<file path="config.mk">
export PLATFORM = sky130hd
export DESIGN_NAME = mic_sequencer_flat
export DESIGN_NICKNAME = d
export VERILOG_FILES = /design/src/rtl/mic_seq_if.sv /design/src/rtl/mic_sequencer.sv /design/src/flat_wrapper.sv
export SDC_FILE = /design/constraint.sdc
export NUM_CORES = 1
export LEC_CHECK = 0
export CORE_ASPECT_RATIO = 0.75
export CORE_MARGIN = 2
export CORE_UTILIZATION = 52
export CTS_CLUSTER_DIAMETER = 60
export CTS_CLUSTER_SIZE = 16
export DETAILED_ROUTE_END_ITERATION = 7
export GPL_TIMING_DRIVEN = 0
export PLACE_DENSITY = 0.83
export SKIP_LAST_GASP = 1
export SLEW_MARGIN = 20
export SYNTH_ARGS = -nofsm -noshare
export SYNTH_HDL_FRONTEND = slang
export SYNTH_SLANG_ARGS = --single-unit
</file>
<file path="constraint.sdc">
create_clock -name clk -period 2.7 [get_ports clk]
set_input_delay 0.54 -clock clk [delete_from_list [all_inputs] [get_ports clk]]
set_output_delay 0.54 -clock clk [all_outputs]
set_load 0.05 [all_outputs]
</file>
<file path="src/rtl/mic_seq_if.sv">
// Sequencer bus: control-store fields, ALU flags and MBR in; registered MPC and
// return-stack status out. The master drives the microinstruction side; the
// slave is the sequencer.
interface mic_seq_if #(
  parameter int ADDR_W      = 9,
  parameter int MBR_W       = 8,
  parameter int STACK_DEPTH = 4
);
  localparam int SP_W = $clog2(STACK_DEPTH + 1);

  logic              advance;
  logic              N;
  logic              Z;
  logic [MBR_W-1:0]  inMBR;
  logic [ADDR_W-1:0] ADDR;
  logic [2:0]        JNZC;
  logic [1:0]        SEQ_OP;
  logic [ADDR_W-1:0] LINK;
  logic [ADDR_W-1:0] outMPC;
  logic [SP_W-1:0]   sp;
  logic              stack_ovf;
  logic              stack_unf;

  modport master (
    output advance, N, Z, inMBR, ADDR, JNZC, SEQ_OP, LINK,
    input  outMPC, sp, stack_ovf, stack_unf
  );

  modport slave (
    input  advance, N, Z, inMBR, ADDR, JNZC, SEQ_OP, LINK,
    output outMPC, sp, stack_ovf, stack_unf
  );
endinterface

</file>
<file path="src/rtl/mic_sequencer.sv">
// Registered microprogram sequencer: JMPC/JAM target formation, stall, and a
// LIFO return stack for microsubroutine CALL/RET with sticky error flags.
module mic_sequencer #(
  parameter int                ADDR_W      = 9,
  parameter int                MBR_W       = 8,
  parameter int                STACK_DEPTH = 4,
  parameter logic [ADDR_W-1:0] RESET_ADDR  = '0
) (
  input  logic     clk,
  input  logic     rst,
  mic_seq_if.slave bus
);
  localparam int              SP_W    = $clog2(STACK_DEPTH + 1);
  localparam int              IDX_W   = (STACK_DEPTH > 1) ? $clog2(STACK_DEPTH) : 1;
  localparam logic [SP_W-1:0] SP_FULL = SP_W'(STACK_DEPTH);

  typedef enum logic [1:0] {
    OP_NONE  = 2'b00,
    OP_CALL  = 2'b01,
    OP_RET   = 2'b10,
    OP_FLUSH = 2'b11
  } seq_op_e;

  typedef struct packed {
    logic jamn;
    logic jamz;
    logic jmpc;
  } jnzc_t;

  jnzc_t   jnzc;
  seq_op_e op;

  logic [ADDR_W-1:0] mpc_q, mpc_d;
  logic [SP_W-1:0]   sp_q, sp_d;
  logic              ovf_q, ovf_d;
  logic              unf_q, unf_d;
  logic              push;
  logic [ADDR_W-1:0] target;
  logic [IDX_W-1:0]  push_idx, top_idx;

  // Stack storage is not reset; only sp decides which entries are live.
  logic [STACK_DEPTH-1:0][ADDR_W-1:0] stack_q;

  assign jnzc = jnzc_t'(bus.JNZC);
  assign op   = seq_op_e'(bus.SEQ_OP);

  // push writes the slot at sp, pop reads the one below; both only used in range
  assign push_idx = sp_q[IDX_W-1:0];
  assign top_idx  = IDX_W'(sp_q - SP_W'(1));

  // Target: MBR ORs into the low byte, JAM flags OR into the top bit, no priority.
  always_comb begin
    target              = bus.ADDR;
    target[MBR_W-1:0]   = bus.ADDR[MBR_W-1:0] | (jnzc.jmpc ? bus.inMBR : '0);
    target[ADDR_W-1]    = bus.ADDR[ADDR_W-1] | (jnzc.jamn & bus.N) | (jnzc.jamz & bus.Z);
  end

  // Next-state decode of SEQ_OP; advance=0 leaves everything at its current value.
  always_comb begin
    mpc_d = mpc_q;
    sp_d  = sp_q;
    ovf_d = ovf_q;
    unf_d = unf_q;
    push  = 1'b0;
    if (bus.advance) begin
      case (op)
        OP_NONE: mpc_d = target;
        OP_CALL: begin
          mpc_d = target;
          if (sp_q < SP_FULL) begin
            push = 1'b1;
            sp_d = sp_q + SP_W'(1);
          end else begin
            ovf_d = 1'b1;
          end
        end
        OP_RET: begin
          if (sp_q != '0) begin
            mpc_d = stack_q[top_idx];
            sp_d  = sp_q - SP_W'(1);
          end else begin
            mpc_d = RESET_ADDR;
            unf_d = 1'b1;
          end
        end
        OP_FLUSH: begin
          mpc_d = target;
          sp_d  = '0;
          ovf_d = 1'b0;
          unf_d = 1'b0;
        end
        default: ;
      endcase
    end
  end

  // Control state register; reset wins over advance and SEQ_OP.
  always_ff @(posedge clk) begin
    if (rst) begin
      mpc_q <= RESET_ADDR;
      sp_q  <= '0;
      ovf_q <= 1'b0;
      unf_q <= 1'b0;
    end else begin
      mpc_q <= mpc_d;
      sp_q  <= sp_d;
      ovf_q <= ovf_d;
      unf_q <= unf_d;
    end
  end

  // Return-stack write on a non-overflowing CALL; suppressed during reset.
  always_ff @(posedge clk) begin
    if (push && !rst) stack_q[push_idx] <= bus.LINK;
  end

  assign bus.outMPC    = mpc_q;
  assign bus.sp        = sp_q;
  assign bus.stack_ovf = ovf_q;
  assign bus.stack_unf = unf_q;
endmodule

</file>
<file path="src/flat_wrapper.sv">
// flat-port wrapper written by rule: the top's interface ports become plain ports
module mic_sequencer_flat 
#(
  parameter int                ADDR_W      = 9,
  parameter int                MBR_W       = 8,
  parameter int                STACK_DEPTH = 4,
  parameter logic [ADDR_W-1:0] RESET_ADDR  = '0
)
  (clk, rst, bus_advance, bus_N, bus_Z, bus_inMBR, bus_ADDR, bus_JNZC, bus_SEQ_OP, bus_LINK, bus_outMPC, bus_sp, bus_stack_ovf, bus_stack_unf);
  mic_seq_if #(.ADDR_W(ADDR_W), .MBR_W(MBR_W), .STACK_DEPTH(STACK_DEPTH)) bus_i ();
  input  logic clk;
  input  logic rst;
  input wire logic [$bits(bus_i.advance)-1:0] bus_advance;
  input wire logic [$bits(bus_i.N)-1:0] bus_N;
  input wire logic [$bits(bus_i.Z)-1:0] bus_Z;
  input wire logic [$bits(bus_i.inMBR)-1:0] bus_inMBR;
  input wire logic [$bits(bus_i.ADDR)-1:0] bus_ADDR;
  input wire logic [$bits(bus_i.JNZC)-1:0] bus_JNZC;
  input wire logic [$bits(bus_i.SEQ_OP)-1:0] bus_SEQ_OP;
  input wire logic [$bits(bus_i.LINK)-1:0] bus_LINK;
  output wire logic [$bits(bus_i.outMPC)-1:0] bus_outMPC;
  output wire logic [$bits(bus_i.sp)-1:0] bus_sp;
  output wire logic [$bits(bus_i.stack_ovf)-1:0] bus_stack_ovf;
  output wire logic [$bits(bus_i.stack_unf)-1:0] bus_stack_unf;
  assign bus_i.advance = bus_advance;
  assign bus_i.N = bus_N;
  assign bus_i.Z = bus_Z;
  assign bus_i.inMBR = bus_inMBR;
  assign bus_i.ADDR = bus_ADDR;
  assign bus_i.JNZC = bus_JNZC;
  assign bus_i.SEQ_OP = bus_SEQ_OP;
  assign bus_i.LINK = bus_LINK;
  assign bus_outMPC = bus_i.outMPC;
  assign bus_sp = bus_i.sp;
  assign bus_stack_ovf = bus_i.stack_ovf;
  assign bus_stack_unf = bus_i.stack_unf;
  mic_sequencer #(.ADDR_W(ADDR_W), .MBR_W(MBR_W), .STACK_DEPTH(STACK_DEPTH), .RESET_ADDR(RESET_ADDR)) u_core (.clk(clk), .rst(rst), .bus(bus_i));
endmodule
</file>
* After elaboration in Yosys (flattened, before gate mapping)
Index checks and enable logic that the tools add are counted.
** Word-level totals
- Word-level logic and storage cells :: 56
- Bits in registers :: 50
- Output and inout bits :: 14
- Input bits :: 36
** Operators by class
- Reduce and logical (&&, ||, !) cells :: 12
- $add $sub $neg :: 2
- $lt $le $gt $ge :: 4
- Multiplexer cells :: 18
- Bitwise logic cells :: 5
- Eq/ne operators :: 7
** Operators with widths (count)
- 36-bit bitwise mux :: 1
- 9-bit 2-to-1 mux :: 3
- 9-bit binary-select mux with 2-bit select :: 1
- 9-bit demux with 2-bit select :: 1
- 9-bit case mux with 2 select lines :: 1
- 3-bit case mux with 3 select lines :: 1
- 8-bit 2-to-1 mux :: 1
- 8-bit OR :: 1
- 2-bit by 3-bit less-than comparator with 1-bit output (second input constant) :: 2
- 3-bit 2-to-1 mux :: 2
- 3-bit AND reduction :: 2
- 3-bit nonzero test :: 2
- 1-bit 2-to-1 mux :: 5
- 2-bit == test (second input constant) :: 2
- 2-bit by 1-bit inequality test with 1-bit output (second input constant) :: 2
- 2-bit inequality test (second input constant) :: 2
- 1-bit case mux with 2 select lines :: 2
- 4-bit AND reduction :: 1
- 2-bit nonzero test :: 2
- 3-bit by 1-bit adder with 3-bit output (second input constant) :: 1
- 3-bit less-than comparator (second input constant) :: 1
- 3-bit OR reduction :: 1
- 3-bit by 1-bit subtractor with 3-bit output (second input constant) :: 1
- 1-bit bitwise AND :: 2
- other kinds (6) :: 8

* Depth between registers and ports, before layout
Gate-level depths: netlist of the first run.
- Depth in word-level cells :: 5
- Depth in mapped cells :: 8
- Gate-level depth less buffers :: 6

* Worst setup path before layout of the first run
Ideal clock, no wire load.
- Path type :: register to register
- From :: reg u_core.sp_q[0] (netlist: u_core.bus.sp[0])
- To :: reg u_core.mpc_q[7] (netlist: u_core.bus.outMPC[7])
- Setup slack :: 0.462 ns
- Buffers on the path :: 2
- Setup time :: 0.122 ns
- Data required time :: 2.578 ns
- Period minus slack after synthesis :: 2.238 ns
- Cell stages (with the launch flop) :: 7
- Arrival :: 2.116 ns
- Cells stage by stage :: dfxtp_1 > buf_6 > inv_1 > ha_1 > buf_2 > mux4_1 > a221o_1
** On the way
- Word-level cells in the longest chain between the ends :: 5
- Elaborated cells between the ends (all ways) :: 6
- Classes of those cells :: 1 x add/sub; 4 x mux; 1 x reduce/logical
** RTL lines
- start, declared :: line mic_sequencer.sv:34 : logic [SP_W-1:0] sp_q, sp_d;
- start signal, assigned :: line mic_sequencer.sv:106 : sp_q <= sp_d;
- 3-bit by 1-bit subtractor with 3-bit output
- 9-bit binary-select mux with 2-bit select :: line mic_sequencer.sv:79 : mpc_d = stack_q[top_idx];
- 9-bit 2-to-1 mux (not written as such) :: line mic_sequencer.sv:79
- 9-bit 2-to-1 mux (*) :: line mic_sequencer.sv:78 : if (sp_q != '0) begin
- 9-bit case mux with 2 select lines (*) :: line mic_sequencer.sv:66 : case (op)
- end signal, assigned :: line mic_sequencer.sv:105 : mpc_q <= mpc_d;
- end, declared :: line mic_sequencer.sv:33 : logic [ADDR_W-1:0] mpc_q, mpc_d;
Mark *: on every way between the ends. The rest lies on a longest branch, timed or not. The select of a mux whose other input is x is not followed.
A chain may end at the register's enable or synchronous reset.

* Worst setup path after layout of the first run
- From :: reg u_core.sp_q[0] (netlist: u_core.bus.sp[0])
- To :: reg u_core.mpc_q[8] (netlist: u_core.bus.outMPC[8])
Same word-level chain as after synthesis.

==> results of run 1 <==
==> cell usage in the layout, fill, tap and decap left out, types with 2 or more instances in the layout <==
cell type / count
a21oi_1: 10
a221o_1: 8
a311oi_1: 3
a31oi_1: 2
and2_1: 4
buf_2: 3
clkbuf_2: 2
clkbuf_8: 5
clkdlybuf4s50_1: 45
clkinvlp_4: 2
dfxtp_1: 14
edfxtp_1: 36
ha_1: 5
inv_1: 5
mux4_1: 2
mux4_2: 7
nand2_1: 3
nand2b_1: 3
nor2_1: 12
nor2b_1: 2
==> state kept, by name, summed over array words and instances, names as in the netlist <==
name                  cells
u_core.bus.outMPC         9
u_core.stack_q           36
u_core.bus.stack_unf      1
u_core.bus.stack_ovf      1
u_core.bus.sp             3
==> power groups by stage <==
stage               combinational, mW  sequential, mW  clock [mW]
floorplan                       0.117           0.928           0
finish                          0.286           0.857       0.420
global placement                0.278           0.873           0
global route                    0.307           0.859       0.462
CTS                             0.286           0.857       0.427
detailed placement              0.286           0.875           0
==> Yosys cell counts (all sizes together) <==
library cell	n
edfxtp	36
dfxtp	14
nor2	12
a21oi	10
mux4	9
a221o	8
buf	5
ha	5
inv	5
and2	4
a311oi	3
nand2	3
nand2b	3
a31oi	2
clkbuf	2
nor2b	2
nor3	2
a2111oi	1
a211oi	1
mux2	1
mux2i	1
nand3b	1
nor4	1
nor4b	1
o21ai	1
o22a	1
o22ai	1
==> cell families after synthesis <==
family          Yosys count  synth area share [%]
compound gates           28                  10.1
fa+ha+maj                 5                  3.02
buf+inv                  12                  2.84
flops                    50                  65.7
mux                      11                  11.2
simple gates             29                  7.24
==> layout make-up <==
cell class                      instances  share of cell area (%)
Buffer                                  7                    1.50
Clock buffer                            6                    2.71
Clock inverter                          2                   0.561
Inverter                                5                   0.701
Multi-Input combinational cell         73                    24.4
Sequential cell                        50                    50.9
Tap cell                               52                    2.43
Timing Repair Buffer                   45                    16.8
==> layer usage <==
| metal | up-vias | track usage (%) | share of wire [%] |
|---|---|---|---|
| met1 | 632 | 23.8 | 45 |
| li1 | 634 | - | - |
| met5 | - | 0 | 0 |
| met3 | 4 | 7.67 | 6.4 |
| met2 | 53 | 31.6 | 48 |
| met4 | 0 | 6.49 | 0.76 |
==> worst max path at each step <==
stage	start	end	slack, ns	cells after the start
2_1_floorplan	u_core.bus.sp[0]	u_core.bus.outMPC[7]	0.46	6
3_3_place_gp	bus_SEQ_OP[0]	u_core.stack_q[35]	0.23	3
3_5_place_dp	bus_SEQ_OP[0]	u_core.stack_q[29]	0.22	3
4_1_cts	u_core.bus.sp[0]	u_core.bus.outMPC[8]	0.49	8
5_1_grt	u_core.bus.sp[0]	u_core.bus.outMPC[8]	0.26	8
6_report	u_core.bus.sp[0]	u_core.bus.outMPC[8]	0.48	8
==> metrics by stage <==
step           power [mW]  worst slack, ns
2_1_floorplan        1.05            0.462
3_3_place_gp         1.15            0.233
3_5_place_dp         1.16            0.217
4_1_cts              1.57            0.493
5_1_grt              1.63            0.257
6_report             1.56            0.477
==> flow_metrics.py, run 1 <==
metrics = {
    "grt": {
        "grt_overflow_total": 0,
        "grt_max_degree": 17,
        "grt_antenna_before_repair": 0,
        "grt_pass1_vias": 1305,
        "grt_pass1_wl_microns": 6290,
        "grtUsageTotal_pct": 19.2,
    },
    "floorplan": {
        "start_util_pct": 55.5,
        "fp.dieArea_sq_mm": 0.00451,
        "io_pins": 50,
        "core_area_sq_mm": 0.00373,
        "die_w_microns": 76.9,
        "dieHeight_microns": 58.7,
        "rows": 19,
    },
    "sta": {
        "hold_viol": 0,
        "final_max_slew_viol_count": 0,
        "max-slew-margin-rel_pct": 65.4,
        "fmax_mhz": 450,
        "setup_tns_ns": 0,
        "period_share_pct": 82.3,
        "finalCriticalPeriod_ns": 2.22,
        "setup_viol": 0,
        "hold_slack_ns": 0.491,
        "fin_worst_skew_ns": 0.0106,
        "rsz0062_at_grt": "no",
        "tightest_slew_ns": 0.519,
    },
    "detailed_routing": {
        "via_per_inst": 5.51,
        "drc": 0,
        "wire_per_inst_microns": 17.0,
        "drtIter0Drc": 55,
        "num_vias": 1323,
        "wirelength_microns": 4080,
        "dr.pass1.iters": 4,
        "ant_nets": 0,
    },
    "min_path": {
        "holdCritStartpoint": "u_core.bus.outMPC[7]",
        "whs_path_depth": 1,
        "hp-class": "register to register",
        "whs_endpoint": "u_core.bus.outMPC[7]",
    },
    "clock_tree": {
        "tritoncts": "done",
        "root_buffer": "clkbuf_8",
        "cts-resized-gates": 0,
        "worst_skew_pair.late_latency_ns": 0.30,
        "h-tree-depth": 2,
        "cts_setup_buffers": 0,
        "hold_buffers": 0,
        "cts.clk_slew.worst_paths_ns": 0.09,
        "clock_sinks": 50,
        "cts_buffers": 5,
        "cts_buffer_depth": 2,
    },
    "pwr": {
        "vdd_drop_max_mv": 0.472,
        "p_int_mw": 1.16,
        "p_switching_uw": 404,
        "swShare_pct": 25.9,
        "power.leakage_nw": 0.908,
        "seq_power_share_pct": 54.8,
        "p_comb_share_pct": 18.3,
        "power.density_mw_per_mm2": 584,
        "clockPowerShare_pct": 26.9,
    },
    "setup_path": {
        "crit_path_max_incr_delay_ns": 0.47,
        "crit_type": "register to register",
        "cp-start-kind": "register",
        "path_max_fanout": 10,
        "rrSetupSlack_ns": 0.48,
        "worst-path-buf-inv": 3,
        "worstSetupEndpointType": "register",
        "crit_required_ns": 2.87,
        "ff2ff_path_depth": 8,
        "worstPathArrival_ns": 2.40,
        "rr_endpoint": "u_core.bus.outMPC[8]",
        "r2r-start": "u_core.bus.sp[0]",
        "path_cells": "buf_6 > inv_1 > ha_1 > buf_2 > mux4_1 > nor2b_1 > nor3_1 > nor4_1",
        "slowest_stage": "dfxtp_1",
        "crit_family": "buffers and inverters",
    },
    "synthesis": {
        "yosysSeqAreaShare_pct": 65.7,
        "ys_seq_elements": 50,
        "synth.distinct_cells": 31,
        "synth_top_cell_area_share_pct": 52.1,
        "ys.warnings.count": 0,
        "synth_area_leader_cell": "edfxtp_1",
        "avgSynthCellArea_sq_um": 15.4,
        "syn-num-nets": 176,
        "syn_inst": 135,
        "yosys-top-cells-area": "edfxtp_1, dfxtp_1, mux4_2",
        "synth.cell_area_sq_mm": 0.00207,
    },
    "placed_design": {
        "dp_hpwl_microns": 2990,
        "dpl_cell_area_sq_mm": 0.00259,
        "portBuffers": 45,
        "dp.cells": 232,
        "gp_congestion": 0.867,
    },
    "final_layout": {
        "seq_area_sq_mm": 0.00136,
        "drive_above_1_share_pct": 12.2,
        "multi_input_area_sq_um": 653,
        "fill_cells": 264,
        "fin_util_pct": 71.7,
        "fin_nets": 228,
        "area_growth_pct": 29.1,
        "antennaDiodeCount": 0,
        "final_area_sq_mm": 0.00268,
        "final_cells": 240,
    },
    "status": {
        "status": "completed",
    },
    "flow_run": {
        "cap_violations": 0,
    },
}
Note: power is estimated with default switching activity, not from simulation.
==> run 2: changes to the inputs <==
--- a/config.mk
+++ b/config.mk
@@ -7,12 +7,12 @@
 export LEC_CHECK = 0
 export CORE_ASPECT_RATIO = 0.75
 export CORE_MARGIN = 2
-export CORE_UTILIZATION = 52
+export CORE_UTILIZATION = 49
 export CTS_CLUSTER_DIAMETER = 60
 export CTS_CLUSTER_SIZE = 16
 export DETAILED_ROUTE_END_ITERATION = 7
 export GPL_TIMING_DRIVEN = 0
-export PLACE_DENSITY = 0.83
+export PLACE_DENSITY = 0.79
 export SKIP_LAST_GASP = 1
 export SLEW_MARGIN = 20
 export SYNTH_ARGS = -nofsm -noshare
==> constraint.sdc (replaced) <==
create_clock -name clk -period 2.33 [get_ports clk]
set_input_delay 0.466 -clock clk [delete_from_list [all_inputs] [get_ports clk]]
set_output_delay 0.466 -clock clk [all_outputs]
set_load 0.05 [all_outputs]
==> flow_metrics.py, run 2 (synthesized netlist as in run 1, its figures left out) <==
metrics = {
    "status": {
        "status": "completed",
    },
    "setup_path": {
        "worst-path-buf-inv": 1,
        "worstPathArrival_ns": 2.04,
        "slowest_stage": "clkdlybuf4s50_1",
        "cp-start-kind": "input pin",
        "crit_required_ns": 2.28,
        "crit_type": "input pin to register",
        "rrSetupSlack_ns": 0.24,
        "rr_endpoint": "u_core.bus.outMPC[8]",
        "crit_family": "simple AND/OR/NAND/NOR gates",
        "ff2ff_path_depth": 8,
        "r2r-start": "u_core.bus.sp[0]",
        "path_max_fanout": 9,
        "crit_path_max_incr_delay_ns": 0.60,
        "path_cells": "clkdlybuf4s50_1 > nor4b_1 > and2_1",
        "worstSetupEndpointType": "register",
    },
    "pwr": {
        "vdd_drop_max_mv": 0.385,
        "power.leakage_nw": 0.913,
        "power.density_mw_per_mm2": 672,
        "fin_total_pwr_mw": 1.80,
    },
    "clock_tree": {
        "cts_setup_buffers": 0,
        "h-tree-depth": 2,
        "root_buffer": "clkbuf_8",
        "worst_skew_pair.late_latency_ns": 0.31,
        "tritoncts": "done",
        "cts_buffer_depth": 2,
        "cts_buffers": 5,
        "clock_sinks": 50,
        "cts.clk_slew.worst_paths_ns": 0.08,
    },
    "final_layout": {
        "largest_reg_flops": 36,
        "area_growth_pct": 29.0,
        "max_flop_register": "u_core.stack_q",
        "fin_nets": 228,
        "drive_above_1_share_pct": 12.2,
        "final_cell_mix": "clkdlybuf4s50_1, edfxtp_1, dfxtp_1",
        "final_common_cell": "clkdlybuf4s50_1",
        "antennaDiodeCount": 0,
    },
    "placed_design": {
        "gp_congestion": 0.841,
        "dp_hpwl_microns": 2820,
        "portBuffers": 45,
    },
    "grt": {
        "grt_pass1_wl_microns": 6050,
        "grtUsageTotal_pct": 17.7,
        "grt_antenna_before_repair": 0,
        "grt_max_degree": 15,
        "grt_overflow_total": 0,
        "grt_pass1_vias": 1243,
    },
    "detailed_routing": {
        "num_vias": 1313,
        "wl_met1_microns": 1710,
        "highest_layer": "met4",
        "via_per_inst": 5.40,
        "routed-wl-met3_microns": 290,
        "drc": 0,
        "ant_nets": 0,
        "drtIter0Drc": 73,
        "dr.pass1.iters": 4,
        "wire_per_inst_microns": 16.0,
        "routed-wl-met2_microns": 1810,
        "wirelength_microns": 3900,
    },
    "sta": {
        "max-slew-margin-rel_pct": 65.8,
        "setup_viol": 0,
        "fmax_mhz": 478,
        "final_max_slew_viol_count": 0,
        "period_share_pct": 89.7,
        "hold_viol": 0,
        "setup_tns_ns": 0,
        "rsz0062_at_grt": "no",
        "fin_worst_skew_ns": 0.00500,
        "hold_slack_ns": 0.434,
        "tightest_slew_ns": 0.511,
        "finalCriticalPeriod_ns": 2.09,
    },
    "floorplan": {
        "start_util_pct": 51.1,
        "rows": 20,
        "dieHeight_microns": 60.3,
        "fp.dieArea_sq_mm": 0.00477,
        "core_area_sq_mm": 0.00405,
        "io_pins": 50,
        "die_w_microns": 79.1,
    },
    "min_path": {
        "whs_endpoint": "u_core.bus.stack_ovf",
        "hp-class": "input pin to register",
        "holdCritStartpoint": "rst",
        "whs_path_depth": 2,
    },
    "flow_run": {
        "cap_violations": 0,
    },
}
[run 2: cell types whose count changed in the layout (fill, tap and decap cells not counted)]
cell and delta:
clkinvlp_4 -2, dfxtp_2 +1, clkinv_2 +1, dfxtp_1 -1, clkinv_1 +1
[run 2: worst max path at each step]
stage / start / end / slack (ns) / cells past startpoint
after detailed placement: bus_SEQ_OP[0] / u_core.stack_q[33] / -0.07 / 3
after global placement: bus_SEQ_OP[0] / u_core.stack_q[32] / -0.07 / 3
after floorplan: u_core.bus.sp[0] / u_core.bus.outMPC[7] / 0.09 / 6
final: bus_SEQ_OP[0] / u_core.stack_q[31] / 0.24 / 3
after global routing: u_core.bus.sp[0] / u_core.bus.outMPC[8] / 0.05 / 8
after CTS: u_core.bus.sp[0] / u_core.bus.outMPC[8] / 0.11 / 8
[run 2: power by group]
part / switching, mW / total (mW) / internal [mW] / leakage [nW]
Combinational: 0.172 / 0.327 / 0.155 / 0.431
Sequential: 0.0171 / 0.993 / 0.976 / 0.440
Clock: 0.270 / 0.476 / 0.207 / 0.0426
Total: 0.459 / 1.80 / 1.34 / 0.913
[run 2: metrics by stage]
step	area (sq um)	setup WS, ns	util [%]	cells
floorplan	2070	0.0921	-	135
global placement	2590	-0.0651	64.0	235
detailed placement	2590	-0.0728	64.0	235
CTS	2670	0.111	66.0	243
global route	2680	0.0507	66.0	243
finish	2680	0.239	66.0	243
[run 2: area by class of cell]
| class | instances | area [sq um] |
|---|---|---|
| Clock inverter | 2 | 8.76 |
| Timing Repair Buffer | 45 | 450 |
| Inverter | 5 | 18.8 |
| Multi-Input combinational cell | 73 | 653 |
| Buffer | 7 | 40.0 |
| Sequential cell | 50 | 1360 |
| Tap cell | 55 | 68.8 |
| Fill cell | 305 | 1380 |
| Clock buffer | 6 | 72.6 |
[run 2: routing by layer]
metal  up-vias  GRT usage (%)
met5         -              0
met4         0           9.61
met3         8           4.76
met2        44           28.5
met1       626           22.7
li1        635              -
[run 2: repair_timing]
action | in CTS | in global routing
setup endpoints to repair | 0 | 1
resized for setup | 0 | 1
hold buffers | 0 | 0
